$ cat config.mk
export PLATFORM = sky130hd
export DESIGN_NAME = fc_sgd_sequencer_flat
export DESIGN_NICKNAME = d
export VERILOG_FILES = /design/src/rtl/fc_sgd_sequencer_if.sv /design/src/rtl/fc_sgd_sequencer.sv /design/src/flat_wrapper.sv
export SDC_FILE = /design/constraint.sdc
export NUM_CORES = 1
export LEC_CHECK = 0
export BUFFER_PORTS_ARGS = -buffer_cell sky130_fd_sc_hd__buf_2
export CAP_MARGIN = 10
export CORE_ASPECT_RATIO = 1.1
export CORE_MARGIN = 3
export CORE_UTILIZATION = 56
export CTS_BUF_LIST = sky130_fd_sc_hd__clkbuf_8
export CTS_CLUSTER_DIAMETER = 200
export CTS_CLUSTER_SIZE = 30
export DETAILED_ROUTE_END_ITERATION = 6
export PLACE_DENSITY_LB_ADDON = 0.3
export SYNTH_ARGS = -nofsm -noshare
export SYNTH_HDL_FRONTEND = slang
export SYNTH_SLANG_ARGS = --single-unit
export TNS_END_PERCENT = 100
$ cat constraint.sdc
create_clock -name clk -period 38 [get_ports clk]
set_input_delay 1.9 -clock clk [delete_from_list [all_inputs] [get_ports clk]]
set_output_delay 1.9 -clock clk [all_outputs]
set_load 0.005 [all_outputs]
$ cat src/rtl/fc_sgd_sequencer_if.sv
`default_nettype none
// ============================================================================
// Module      : fc_sgd_sequencer_if
// Description : Handshake and buffer-port bundle between the SGD update
//               sequencer and the FC output/label/input/bias/weight buffers.
// Revision    : 1.0 - initial release
// ============================================================================
interface fc_sgd_sequencer_if #(
    parameter int N_OUT = 10,
    parameter int N_IN  = 196,
    parameter int DW    = 16
) ();
    localparam int OAW = $clog2(N_OUT);
    localparam int IAW = $clog2(N_IN);
    localparam int WAW = $clog2(N_OUT * N_IN);

    logic           start;
    logic [DW-1:0]  lr;
    logic           busy;
    logic           done;
    logic [OAW-1:0] out_addr;
    logic [DW-1:0]  out_data;
    logic [DW-1:0]  lbl_data;
    logic [IAW-1:0] in_addr;
    logic [DW-1:0]  in_data;
    logic [OAW-1:0] b_addr;
    logic [DW-1:0]  b_rdata;
    logic           b_we;
    logic [DW-1:0]  b_wdata;
    logic [WAW-1:0] w_addr;
    logic [DW-1:0]  w_rdata;
    logic           w_we;
    logic [DW-1:0]  w_wdata;

    modport master (
        input  start, lr, out_data, lbl_data, in_data, b_rdata, w_rdata,
        output busy, done, out_addr, in_addr, b_addr, b_we, b_wdata,
               w_addr, w_we, w_wdata
    );

    modport slave (
        output start, lr, out_data, lbl_data, in_data, b_rdata, w_rdata,
        input  busy, done, out_addr, in_addr, b_addr, b_we, b_wdata,
               w_addr, w_we, w_wdata
    );
endinterface
`default_nettype wire

$ cat src/rtl/fc_sgd_sequencer.sv
`default_nettype none
// ============================================================================
// Module      : fc_sgd_sequencer
// Description : Serialized read-modify-write SGD step for the final FC layer:
//               bias and weight updates through one shared multiplier.
// Revision    : 1.0 - initial release
// ============================================================================
module fc_sgd_sequencer #(
    parameter int N_OUT = 10,
    parameter int N_IN  = 196,
    parameter int DW    = 16,
    parameter int FRAC  = 8
) (
    input  wire logic           clk,
    input  wire logic           rst,
    fc_sgd_sequencer_if.master  bus
);
    localparam int OAW = $clog2(N_OUT);
    localparam int IAW = $clog2(N_IN);
    localparam int WAW = $clog2(N_OUT * N_IN);
    localparam int PW  = 2 * DW;

    localparam logic [OAW-1:0]        c_I_LAST  = OAW'(N_OUT - 1);
    localparam logic [IAW-1:0]        c_J_LAST  = IAW'(N_IN - 1);
    localparam logic signed [PW-1:0]  c_SAT_MAX = PW'((1 << (DW - 1)) - 1);
    localparam logic signed [PW-1:0]  c_SAT_MIN = -c_SAT_MAX - PW'(1);

    typedef enum logic [2:0] {
        S_IDLE    = 3'd0,
        S_ERR_REQ = 3'd1,
        S_ERR_LAT = 3'd2,
        S_BIAS_WR = 3'd3,
        S_W_REQ   = 3'd4,
        S_W_LAT   = 3'd5,
        S_W_WR    = 3'd6,
        S_DONE    = 3'd7
    } state_t;

    function automatic logic signed [PW-1:0] sext(input logic [DW-1:0] v);
        return {{DW{v[DW-1]}}, v};
    endfunction

    function automatic logic [DW-1:0] sat(input logic signed [PW-1:0] v);
        if (v > c_SAT_MAX)
            return c_SAT_MAX[DW-1:0];
        else if (v < c_SAT_MIN)
            return c_SAT_MIN[DW-1:0];
        else
            return v[DW-1:0];
    endfunction

    state_t          r_state;
    logic [OAW-1:0]  r_i;
    logic [IAW-1:0]  r_j;
    logic [DW-1:0]   r_lr;
    logic [DW-1:0]   r_delta;
    logic            r_busy;
    logic            r_done;
    logic [OAW-1:0]  r_out_addr;
    logic [IAW-1:0]  r_in_addr;
    logic [OAW-1:0]  r_b_addr;
    logic [WAW-1:0]  r_w_addr;
    logic            r_b_we;
    logic            r_w_we;
    logic [DW-1:0]   r_b_wdata;
    logic [DW-1:0]   r_w_wdata;

    logic [DW-1:0]        w_diff;
    logic [DW-1:0]        w_mul_a;
    logic [DW-1:0]        w_mul_b;
    logic signed [PW-1:0] w_prod;
    logic [DW-1:0]        w_scaled;
    logic [DW-1:0]        w_bias_new;
    logic [DW-1:0]        w_wt_new;

    // The multiplier is shared: lr*diff while the error word is on the bus,
    // delta*x while a weight/input pair is on the bus.
    assign w_diff     = sat(sext(bus.out_data) - sext(bus.lbl_data));
    assign w_mul_a    = (r_state == S_ERR_LAT) ? r_lr   : r_delta;
    assign w_mul_b    = (r_state == S_ERR_LAT) ? w_diff : bus.in_data;
    assign w_prod     = sext(w_mul_a) * sext(w_mul_b);
    assign w_scaled   = sat(w_prod >>> FRAC);
    assign w_bias_new = sat(sext(bus.b_rdata) - sext(w_scaled));
    assign w_wt_new   = sat(sext(bus.w_rdata) - sext(w_scaled));

    always_ff @(posedge clk or posedge rst) begin
        if (rst) begin
            r_state    <= S_IDLE;
            r_i        <= '0;
            r_j        <= '0;
            r_lr       <= '0;
            r_delta    <= '0;
            r_busy     <= 1'b0;
            r_done     <= 1'b0;
            r_out_addr <= '0;
            r_in_addr  <= '0;
            r_b_addr   <= '0;
            r_w_addr   <= '0;
            r_b_we     <= 1'b0;
            r_w_we     <= 1'b0;
            r_b_wdata  <= '0;
            r_w_wdata  <= '0;
        end else begin
            r_b_we <= 1'b0;
            r_w_we <= 1'b0;
            r_done <= 1'b0;
            case (r_state)
                S_IDLE: begin
                    if (bus.start) begin
                        r_lr       <= bus.lr;
                        r_i        <= '0;
                        r_j        <= '0;
                        r_busy     <= 1'b1;
                        r_out_addr <= '0;
                        r_b_addr   <= '0;
                        r_in_addr  <= '0;
                        r_w_addr   <= '0;
                        r_state    <= S_ERR_REQ;
                    end
                end
                S_ERR_REQ: r_state <= S_ERR_LAT;
                S_ERR_LAT: begin
                    r_delta   <= w_scaled;
                    r_b_wdata <= w_bias_new;
                    r_b_we    <= 1'b1;
                    r_state   <= S_BIAS_WR;
                end
                // w_addr already holds i*N_IN here thanks to the running count
                S_BIAS_WR: begin
                    r_in_addr <= r_j;
                    r_state   <= S_W_REQ;
                end
                S_W_REQ: r_state <= S_W_LAT;
                S_W_LAT: begin
                    r_w_wdata <= w_wt_new;
                    r_w_we    <= 1'b1;
                    r_state   <= S_W_WR;
                end
                S_W_WR: begin
                    if (r_j != c_J_LAST) begin
                        r_j       <= r_j + 1'b1;
                        r_in_addr <= r_j + 1'b1;
                        r_w_addr  <= r_w_addr + 1'b1;
                        r_state   <= S_W_REQ;
                    end else if (r_i != c_I_LAST) begin
                        r_j        <= '0;
                        r_i        <= r_i + 1'b1;
                        r_out_addr <= r_i + 1'b1;
                        r_b_addr   <= r_i + 1'b1;
                        r_w_addr   <= r_w_addr + 1'b1;
                        r_state    <= S_ERR_REQ;
                    end else begin
                        r_busy  <= 1'b0;
                        r_done  <= 1'b1;
                        r_state <= S_DONE;
                    end
                end
                S_DONE:  r_state <= S_IDLE;
                default: r_state <= S_IDLE;
            endcase
        end
    end

    assign bus.busy     = r_busy;
    assign bus.done     = r_done;
    assign bus.out_addr = r_out_addr;
    assign bus.in_addr  = r_in_addr;
    assign bus.b_addr   = r_b_addr;
    assign bus.b_we     = r_b_we;
    assign bus.b_wdata  = r_b_wdata;
    assign bus.w_addr   = r_w_addr;
    assign bus.w_we     = r_w_we;
    assign bus.w_wdata  = r_w_wdata;
endmodule
`default_nettype wire
$ cat src/flat_wrapper.sv
// flat-port wrapper written by rule: the top's interface ports become plain ports
module fc_sgd_sequencer_flat 
#(
    parameter int N_OUT = 10,
    parameter int N_IN  = 196,
    parameter int DW    = 16,
    parameter int FRAC  = 8
)
  (clk, rst, bus_start, bus_lr, bus_out_data, bus_lbl_data, bus_in_data, bus_b_rdata, bus_w_rdata, bus_busy, bus_done, bus_out_addr, bus_in_addr, bus_b_addr, bus_b_we, bus_b_wdata, bus_w_addr, bus_w_we, bus_w_wdata);
  fc_sgd_sequencer_if #(.N_OUT(N_OUT), .N_IN(N_IN), .DW(DW)) bus_i ();
  input  wire logic clk;
  input  wire logic rst;
  input wire logic [$bits(bus_i.start)-1:0] bus_start;
  input wire logic [$bits(bus_i.lr)-1:0] bus_lr;
  input wire logic [$bits(bus_i.out_data)-1:0] bus_out_data;
  input wire logic [$bits(bus_i.lbl_data)-1:0] bus_lbl_data;
  input wire logic [$bits(bus_i.in_data)-1:0] bus_in_data;
  input wire logic [$bits(bus_i.b_rdata)-1:0] bus_b_rdata;
  input wire logic [$bits(bus_i.w_rdata)-1:0] bus_w_rdata;
  output wire logic [$bits(bus_i.busy)-1:0] bus_busy;
  output wire logic [$bits(bus_i.done)-1:0] bus_done;
  output wire logic [$bits(bus_i.out_addr)-1:0] bus_out_addr;
  output wire logic [$bits(bus_i.in_addr)-1:0] bus_in_addr;
  output wire logic [$bits(bus_i.b_addr)-1:0] bus_b_addr;
  output wire logic [$bits(bus_i.b_we)-1:0] bus_b_we;
  output wire logic [$bits(bus_i.b_wdata)-1:0] bus_b_wdata;
  output wire logic [$bits(bus_i.w_addr)-1:0] bus_w_addr;
  output wire logic [$bits(bus_i.w_we)-1:0] bus_w_we;
  output wire logic [$bits(bus_i.w_wdata)-1:0] bus_w_wdata;
  assign bus_i.start = bus_start;
  assign bus_i.lr = bus_lr;
  assign bus_i.out_data = bus_out_data;
  assign bus_i.lbl_data = bus_lbl_data;
  assign bus_i.in_data = bus_in_data;
  assign bus_i.b_rdata = bus_b_rdata;
  assign bus_i.w_rdata = bus_w_rdata;
  assign bus_busy = bus_i.busy;
  assign bus_done = bus_i.done;
  assign bus_out_addr = bus_i.out_addr;
  assign bus_in_addr = bus_i.in_addr;
  assign bus_b_addr = bus_i.b_addr;
  assign bus_b_we = bus_i.b_we;
  assign bus_b_wdata = bus_i.b_wdata;
  assign bus_w_addr = bus_i.w_addr;
  assign bus_w_we = bus_i.w_we;
  assign bus_w_wdata = bus_i.w_wdata;
  fc_sgd_sequencer #(.N_OUT(N_OUT), .N_IN(N_IN), .DW(DW), .FRAC(FRAC)) u_core (.clk(clk), .rst(rst), .bus(bus_i));
endmodule
==> flow_summary.toml <==
[run]
drv_cap = 0

[sta]
setup_tns_ps = 0
final.period_utilization = 0.417
clock_skew_ps = 17.6
max_freq_mhz = 63.2
tightest_slew_ps = 1030
slew_headroom = 0.312
setup_viol_count_final = 0
fin_crit_ps = 15830
rsz0062_at_grt = "false"
slew_viol_final = 0
finalHoldViolations = 0

[clock_network]
post_cts_resized = 0
cts.sinks = 102
numCtsBuffers = 9
clk_latency_ps = 390
cts_hold_buf = 0
h-tree-depth = 3
post_cts_buffers = 0
root_buffer = "clkbuf_8"
clock_tree.buffer_depth = 2
cts.reportedPaths.clkPinSlew_ps = 120
cts_tree = "yes"

[yosys]
netlist.area_leader.share = 0.294
syn-num-nets = 2644
yosys.area.top_type = "fa_1"
yosysMostFrequentCell = "inv_1"
syn_inst = 2155
synth_seq_cells = 102
async_reset_ff_frac = 1.00
ys.warnings.count = 0
synth.avg_cell_area_um2 = 8.34
synth_edf_count = 0
yosys_most_used_dff = "dfrtp_1"
synth-seq-area-share = 0.142
yosys-top-cells-area = "fa_1 29%, dfrtp_1 14%, ha_1 8.8%, inv_1 7.8%, nand2_1 5.8%"
synth_area_um2 = 18000
ys_types = 87
ys_top_cells_by_count = "374 x inv_1, 276 x nand2_1, 264 x fa_1, 221 x nor2_1, 126 x ha_1"

[drt]
routed_wl_um = 51000
drt_iter0_drc = 1181
drc_errors = 0
avgRoutedWirePerCell_um = 19.0
firstDrtPassIters = 6
vias = 15600
viasPerCell = 5.79
ant_nets = 0

[floorplan]
initial_core_util = 0.571
core_area_um2 = 31500
die_h_um = 194
rows = 68
io_pins = 162
die_w_um = 177
die-area_um2 = 34300

[setup_path]
end_kind = "flip-flop"
cp.required_ps = 38250
cp_common_cell = "fa_1"
crit_arrival_ps = 16080
critPathSlowestCell = "a21oi_1"
path_max_fanout = 17
start_kind = "primary input"
max_stage_delay_ps = 820
worstSetupPathType = "primary input to flip-flop"

[final_layout]
nets = 2747
syn_to_final_growth_pct = 7.36
layout-drive-gt1-share = 0.117
utilization = 0.613
stdcell_count = 2685

[grt]
grt-ovfl-total = 0
grt_pass1_vias = 15900
grt_start_max_net_pins = 79
grtUsageTotal = 0.304
antenna_found_initial = 4
grt_pass1_wl_um = 83400

[placed_design]
port_buffers = 161
dp_cells = 2667
dp_hpwl_um = 41900
gp_congestion = 0.981

[status]
status = "finished clean"

[hold_path]
hold_path_class = "flip-flop to flip-flop"
==> state kept, by name, summed over array words and instances, names as in the netlist <==
| register | flops |
|---|---|
| u_core.bus.b_wdata | 16 |
| u_core.bus.w_wdata | 16 |
| u_core.r_delta | 16 |
| u_core.r_lr | 16 |
| u_core.bus.w_addr | 11 |
| u_core.bus.in_addr | 8 |
| u_core.r_j | 8 |
| u_core.r_i | 4 |
| u_core.r_state | 3 |
| u_core.bus.b_we | 1 |
| u_core.bus.busy | 1 |
| u_core.bus.done | 1 |
| u_core.bus.w_we | 1 |
==> critical path: cells and delay by family <==
family / cells / cell delay (ps)
compound gates: 23 / 6360
fa+ha+maj: 11 / 5260
simple gates: 6 / 1490
buf+inv: 4 / 570
xor+xnor: 1 / 240
mux: 1 / 230
==> final cells by class <==
cell class	count	area [µm²]
inverter	376	1410
sequential	102	2550
clock buffer	9	124
fill	2800	12200
multi-input combinational	1592	13700
timing repair buffer	177	926
clock inverter	7	93.8
antenna	2	5.00
tap	420	526
==> placed cells by master (no fill, tap or decap), types with 14 or more instances in the layout <==
master	n
inv_1	373
nand2_1	276
fa_1	264
nor2_1	220
buf_2	161
ha_1	126
a21oi_1	114
dfrtp_1	102
o21ai_0	79
xnor2_1	50
and2_1	35
nand3_1	32
a21o_1	27
xor2_1	25
o21ai_1	23
nor3_1	22
nand2b_1	20
mux2_2	19
o21bai_1	16
buf_4	16
o211ai_1	14
or2_2	14
==> metrics by stage <==
step	worst slack (ps)	instance area, µm²	hold slack, ps
after global routing	21320	19300	531
after global placement	22350	19100	459
after CTS	22250	19300	491
after detailed placement	21880	19100	466
after floorplan	23980	18000	455
final	22170	19300	486
==> path summary, 6_finish.rpt <==
path	from	endpoint	slack [ps]	cells after the start
setup / recovery	bus_lbl_data[0]	u_core.bus.w_wdata[13]	22170	46
hold / removal	u_core.bus.in_addr[1]	u_core.bus.in_addr[1]	490	2
setup reg to reg	u_core.r_state[2]	u_core.bus.w_wdata[13]	24020	41
hold reg to reg	u_core.bus.in_addr[1]	u_core.bus.in_addr[1]	490	2
max in group asynchronous	rst	u_core.bus.b_wdata[10]	35240	3
min in group asynchronous	rst	u_core.bus.w_addr[6]	1500	2
==> logic make-up after synthesis <==
group	share of synthesized area
fa+ha+maj	0.387
simple gates	0.170
xor+xnor	0.0375
buf+inv	0.0986
flops	0.142
compound gates	0.149
mux	0.0152
==> layer usage <==
layer | vias up | wire length (µm) | track usage
met5 | - | 24 | 0
met4 | 4 | 2090 | 0.110
met3 | 142 | 3410 | 0.0458
met2 | 629 | 24500 | 0.502
met1 | 7650 | 21000 | 0.408
li1 | 7130 | - | -
Power is left out: the tool's default activity adds up to more than one toggle a clock period on the data nets, which glitch-free logic cannot reach.
